--- config.mk ---
export PLATFORM = sky130hd
export DESIGN_NAME = hash_cmd_issuer
export DESIGN_NICKNAME = d
export VERILOG_FILES = /design/src/rtl/hash_cmd_issuer.sv
export SDC_FILE = /design/constraint.sdc
export NUM_CORES = 1
export LEC_CHECK = 0
export CORE_MARGIN = 5
export CORE_UTILIZATION = 35
export CTS_BUF_LIST = sky130_fd_sc_hd__clkbuf_4
export CTS_CLUSTER_SIZE = 28
export DETAILED_ROUTE_END_ITERATION = 6
export PLACE_DENSITY = 0.63
export SLEW_MARGIN = 20
export SYNTH_ARGS = -nofsm -noshare
export SYNTH_HDL_FRONTEND = slang
export SYNTH_SLANG_ARGS = --single-unit
--- constraint.sdc ---
create_clock -name clk -period 12.2 [get_ports clk]
set_input_delay 2.44 -clock clk [delete_from_list [all_inputs] [get_ports clk]]
set_output_delay 2.44 -clock clk [all_outputs]
set_load 0.02 [all_outputs]
--- src/rtl/hash_cmd_issuer.sv ---
// hash_cmd_issuer: host command FIFO and credit-limited issue onto the hash
// table input stream, plus a one-entry response register back to the host.
module hash_cmd_issuer #(
  parameter  int unsigned KEY_WIDTH       = 32,
  parameter  int unsigned DATA_WIDTH      = 30,
  parameter  int unsigned FIFO_DEPTH      = 4,
  parameter  int unsigned MAX_OUTSTANDING = 8,
  localparam int unsigned W               = 2 + KEY_WIDTH + DATA_WIDTH,
  localparam int unsigned OW              = $clog2(MAX_OUTSTANDING + 1)
) (
  input  logic          clk,
  input  logic          reset,
  // host command stream
  input  logic [W-1:0]  cmd_data_i,
  input  logic          cmd_valid_i,
  output logic          cmd_ready_o,
  // table input stream
  output logic [W-1:0]  tbl_data_o,
  output logic          tbl_valid_o,
  input  logic          tbl_ready_i,
  output logic          tbl_keep_o,
  output logic          tbl_last_o,
  // table output stream
  input  logic [W-1:0]  rsp_data_i,
  input  logic          rsp_valid_i,
  output logic          rsp_ready_o,
  // host response stream
  output logic [W-1:0]  out_data_o,
  output logic          out_valid_o,
  input  logic          out_ready_i,
  // status
  output logic [OW-1:0] outstanding_o,
  output logic [15:0]   nop_cnt_o,
  output logic          underflow_o
);

  localparam int unsigned AW = (FIFO_DEPTH > 1) ? $clog2(FIFO_DEPTH) : 1;
  localparam int unsigned CW = $clog2(FIFO_DEPTH + 1);
  localparam int unsigned OP_MSB = W - 1;
  localparam int unsigned OP_LSB = W - 2;

  // command FIFO state
  logic [W-1:0]  mem_q [FIFO_DEPTH];
  logic [AW-1:0] wr_ptr_q, wr_ptr_d;
  logic [AW-1:0] rd_ptr_q, rd_ptr_d;
  logic [CW-1:0] count_q, count_d;
  logic          full_q, full_d;

  // credit, response register and status state
  logic [OW-1:0] outstanding_q, outstanding_d;
  logic [W-1:0]  out_data_q, out_data_d;
  logic          out_valid_q, out_valid_d;
  logic [15:0]   nop_cnt_q, nop_cnt_d;
  logic          underflow_q, underflow_d;

  // handshake qualifiers
  logic [1:0] cmd_op;
  logic       cmd_acc;
  logic       push;
  logic       nop_acc;
  logic       fifo_empty;
  logic       credit_ok;
  logic       issue;
  logic       rsp_hs;

  // host-side readiness depends only on the registered full flag
  assign cmd_ready_o = ~full_q & ~reset;
  assign cmd_op      = cmd_data_i[OP_MSB:OP_LSB];
  assign cmd_acc     = cmd_valid_i & cmd_ready_o;
  assign push        = cmd_acc & (cmd_op != 2'b00);
  assign nop_acc     = cmd_acc & (cmd_op == 2'b00);

  // head of FIFO is presented while there is credit; both terms only move
  // in ways that keep a stalled beat stable until it is taken
  assign fifo_empty  = (count_q == CW'(0));
  assign credit_ok   = (outstanding_q < OW'(MAX_OUTSTANDING));
  assign tbl_valid_o = ~fifo_empty & credit_ok;
  assign tbl_data_o  = mem_q[rd_ptr_q];
  assign tbl_keep_o  = 1'b0;
  assign tbl_last_o  = 1'b0;
  assign issue       = tbl_valid_o & tbl_ready_i;

  // response register accepts whenever it is empty or being drained
  assign rsp_ready_o = ~reset & (~out_valid_q | out_ready_i);
  assign rsp_hs      = rsp_valid_i & rsp_ready_o;

  assign out_data_o    = out_data_q;
  assign out_valid_o   = out_valid_q;
  assign outstanding_o = outstanding_q;
  assign nop_cnt_o     = nop_cnt_q;
  assign underflow_o   = underflow_q;

  // FIFO pointer and occupancy next-state
  always_comb begin
    wr_ptr_d = wr_ptr_q;
    rd_ptr_d = rd_ptr_q;
    count_d  = count_q;
    if (push) begin
      wr_ptr_d = wr_ptr_q + AW'(1);
    end
    if (issue) begin
      rd_ptr_d = rd_ptr_q + AW'(1);
    end
    case ({push, issue})
      2'b10:   count_d = count_q + CW'(1);
      2'b01:   count_d = count_q - CW'(1);
      default: count_d = count_q;
    endcase
    full_d = (count_d == CW'(FIFO_DEPTH));
  end

  // outstanding-request credit and unsolicited-response detection
  always_comb begin
    outstanding_d = outstanding_q;
    underflow_d   = underflow_q;
    if (rsp_hs && (outstanding_q == OW'(0))) begin
      underflow_d = 1'b1;
    end
    case ({issue, rsp_hs})
      2'b10: outstanding_d = outstanding_q + OW'(1);
      2'b01: begin
        if (outstanding_q != OW'(0)) begin
          outstanding_d = outstanding_q - OW'(1);
        end
      end
      default: outstanding_d = outstanding_q;
    endcase
  end

  // response register and saturating nop counter next-state
  always_comb begin
    out_data_d  = out_data_q;
    out_valid_d = out_valid_q;
    nop_cnt_d   = nop_cnt_q;
    if (rsp_hs) begin
      out_data_d  = rsp_data_i;
      out_valid_d = 1'b1;
    end else if (out_ready_i) begin
      out_valid_d = 1'b0;
    end
    if (nop_acc && (nop_cnt_q != 16'hFFFF)) begin
      nop_cnt_d = nop_cnt_q + 16'd1;
    end
  end

  // FIFO storage; cleared on reset so the idle data bus reads zero
  always_ff @(posedge clk or posedge reset) begin
    if (reset) begin
      for (int i = 0; i < int'(FIFO_DEPTH); i++) begin
        mem_q[i] <= '0;
      end
    end else if (push) begin
      mem_q[wr_ptr_q] <= cmd_data_i;
    end
  end

  // FIFO control registers
  always_ff @(posedge clk or posedge reset) begin
    if (reset) begin
      wr_ptr_q <= '0;
      rd_ptr_q <= '0;
      count_q  <= '0;
      full_q   <= 1'b0;
    end else begin
      wr_ptr_q <= wr_ptr_d;
      rd_ptr_q <= rd_ptr_d;
      count_q  <= count_d;
      full_q   <= full_d;
    end
  end

  // credit, response and status registers
  always_ff @(posedge clk or posedge reset) begin
    if (reset) begin
      outstanding_q <= '0;
      underflow_q   <= 1'b0;
      out_data_q    <= '0;
      out_valid_q   <= 1'b0;
      nop_cnt_q     <= '0;
    end else begin
      outstanding_q <= outstanding_d;
      underflow_q   <= underflow_d;
      out_data_q    <= out_data_d;
      out_valid_q   <= out_valid_d;
      nop_cnt_q     <= nop_cnt_d;
    end
  end

endmodule
==> impl_metrics.yaml <==
route:
  drt-initial-drc-count: 414
  post-route-drc-count: 0
  ant_nets: 0
  vias: 9739
  vias_per_cell: 4.735
  wl_per_cell_um: 18.81
  wl_um: 38690
  drtPass1Iterations: 6
logic_synthesis:
  synth_fa_ha_area_share_pct: 0.8668
  synth_xor_area_share_pct: 1.029
  ys_warn_count: 0
  yosys_register_bits: 350
  synthCells: 1043
  synth_area_um2: 16170
  yosys-mux-area-fraction_pct: 32.72
  seq_area_frac_synth_pct: 54.18
  synth.avg_cell_area_um2: 15.50
  synth-simple-area-share_pct: 7.530
  synth_top_family_by_area: "multiplexers"
  synth_compound_area_share_pct: 0.3173
  ys_types: 41
clock_network:
  cts_tree: "built"
  cts.sinks: 350
  clock_path_buffers: 3
  clkTransAtPathRegs_ns: 0.06
  post_cts_resized: 0
  cts_buffers: 97
  cts_setup_buffers: 0
  htreeDepth: 3
  hold_buffers: 0
  clk_latency_ns: 0.79
  root_buffer: "clkbuf_4"
pwr:
  switching_share_pct: 32.15
  p_seq_share_pct: 36.2
  power.density_nw_per_um2: 262.4
  power_frac_comb_pct: 43.1
  vdd_ir_drop_max_mv: 0.1477
  clkPwrFrac_pct: 20.8
  p_int_w: 0.003685
  switchingPower_w: 0.001746
  p_leak_nw: 9.942
place:
  numPortBuffers: 286
  dpl-instance-area_um2: 19370
  hpwlAfterDp_um: 22840
  place.gp.congestion: 0.7909
die:
  die_y_um: 224.9
  pin_count: 289
  initial_core_util_pct: 35.47
  die_x_um: 224.9
  die-area_um2: 50590
  rows: 78
  core_um2: 45580
grt:
  track_usage_pct: 15.29
  antenna_found_initial: 4
  grt_start_max_net_pins: 169
  grt_pass1_wl_um: 61640
  grt_pass1_vias: 10877
  overflow: 0
cells_and_area:
  multi_input_area_um2: 6885
  drive_gt1_share_pct: 34.48
  nFillCells: 4129
  area_growth_pct: 28.05
  post-route-util_pct: 45.42
  final_area_um2: 20700
  seqCellArea_um2: 8766
  fin_nets: 1526
setup_path:
  crit_arrival_ns: 3.96
  required_ns: 9.76
  crit_type: "in2out"
  path_max_fanout: 6
  crit_slowest_cell: "clkdlybuf4s50_1"
  critPathTopFamily: "buffers and inverters"
  crit_path_frequent_cell: "clkdlybuf4s50_1"
  end_kind: "output pin"
  max_stage_delay_ns: 0.64
  cp_cell_sequence: "clkdlybuf4s50_1 > nor2_1 > clkdlybuf4s50_1"
  crit_path_start_kind: "input pin"
  critical_path_buf_inv_count: 2
sta:
  relSlewSlack_pct: 39.38
  maxSlewViolCount: 0
  skew_ns: 0.05073
  fin_crit_ns: 6.404
  totalNegativeSetupSlack_ns: 0
  fmax_ghz: 0.1562
  finalHoldViolations: 0
  worst_pin_slew_ns: 0.9092
  rsz0062_at_grt: "no"
  setup_viol: 0
  layout_worst_path_cycle_share_pct: 52.49
min_path:
  hold_class: "reg2reg"
status:
  status: "complete, no violations"
run:
  timing.max_cap.violations: 0
## kinds of logic (layout without fill, tap and decap cells)
kind of cell               count (synthesis)  count (layout)
other                                      1               6
muxes                                    326             326
adders and majority gates                 10              10
xor gates and xnor gates                  19              19
AOI/OAI and AO/OA                          9               9
and+or+nand+nor                          264             264
DFF                                      350             350
buffers and inverters                     64             473
## sequential cells by signal (all words and copies together), names as in the netlist
| signal | count |
|---|---|
| mem_q | 256 |
| out_valid_o | 1 |
| nop_cnt_o | 16 |
| out_data_o | 64 |
| full_q | 1 |
| underflow_o | 1 |
| count_q | 3 |
| outstanding_o | 4 |
| rd_ptr_q | 2 |
| wr_ptr_q | 2 |
## through the flow
stage                     setup WS [ns]  hold slack (ns)  power (W)  cells
after global placement            5.775           0.4433   0.004294   1882
final                             5.796           0.4720   0.005431   2057
after global routing              5.751           0.4946   0.005749   2056
after CTS                         5.783           0.4777   0.005523   2052
after detailed placement          5.793           0.4479   0.004340   1882
after floorplan                 0.03483           0.4527   0.003501   1044
## per-layer routing
layer,vias to the layer above,routed length [um],track usage (%)
li1,4411,-,-
met1,4954,16610,19.29
met2,307,17810,23.46
met3,65,3528,7.190
met4,2,733,4.871
met5,-,18,0
## cell type report
class | instances | area share (%)
Tap cell | 600 | 3.626
Multi-Input combinational cell | 630 | 33.26
Antenna cell | 4 | 0.04835
Clock buffer | 142 | 5.150
Inverter | 10 | 0.2176
Sequential cell | 350 | 42.35
Clock inverter | 28 | 1.112
Timing Repair Buffer | 293 | 14.24
## worst reg2reg max path: cells and delay by family (launching register included)
family          cells  cell delay (ns)
fa+ha+maj           1             0.32
compound gates      1             0.14
simple gates        6             1.61
flops               1             0.38
buf+inv             1             0.08
## path summary, 6_finish.rpt
kind                       depth (start not counted)  slack (ns)                to           start
max                                                3        5.80       rsp_ready_o           reset
max reg2reg                                        9        9.61  outstanding_o[3]      count_q[0]
max in group asynchronous                          3        8.24         mem_q[32]           reset
min                                                2        0.47    out_data_o[21]  out_data_o[21]
min reg2reg                                        2        0.47    out_data_o[21]  out_data_o[21]
min in group asynchronous                          2        2.42        count_q[1]           reset
## cell usage in the layout, fill, tap and decap left out, types with 9 or more instances in the layout
master | Yosys | routed
nor2_1 | 10 | 9
dfrtp_1 | 350 | 348
inv_1 | 10 | 9
nand2_1 | 202 | 202
mux2_4 | 240 | 240
clkinv_1 | 0 | 15
xor2_1 | 14 | 14
clkdlybuf4s50_1 | 0 | 286
clkbuf_4 | 0 | 142
mux2_2 | 20 | 20
mux4_2 | 64 | 64
## power groups by stage
stage                     clock network [W]  logic [W]  registers, W
after global routing                0.00124    0.00248       0.00203
after CTS                           0.00118    0.00238       0.00197
final                               0.00113    0.00234       0.00196
after global placement                    0    0.00234       0.00196
after floorplan                           0    0.00160       0.00190
after detailed placement                  0    0.00237       0.00197
## cells in the mapped netlist
master	number	area (um^2)
nor2b_1	1	6.260
buf_2	5	25.02
nor4b_1	2	17.52
nand2_1	202	758.2
nand4_1	7	43.79
nor3b_2	1	12.51
inv_1	10	37.54
buf_1	9	33.78
nor4_1	7	43.79
conb_1	1	3.750
or3b_4	1	11.26
nor4_4	1	21.27
mux2_2	20	225.2
clkbuf_1	14	52.55
nand2_8	4	80.08
nor3_1	6	30.03
or3b_2	1	8.760
nand2b_1	4	25.02
nor3b_1	2	15.01
buf_12	12	240.2
mux4_2	64	1441
or4_1	1	7.510
nor2_1	10	37.54
a31oi_1	3	18.77
and4_1	2	17.52
dfrtp_1	350	8758
a21oi_1	2	10.01
buf_6	12	135.1
xnor2_1	5	43.79
nor2_8	1	20.02
ha_1	8	100.1
a21o_1	1	7.510
xor2_1	14	122.6
mux2_4	240	3603
nand3_1	9	45.04
mux2i_1	2	20.02
o21ai_0	3	15.01
buf_4	2	15.01
and3_1	1	6.260
or4b_2	1	10.01
fa_1	2	40.04
Power figures use the tool's default switching activity.
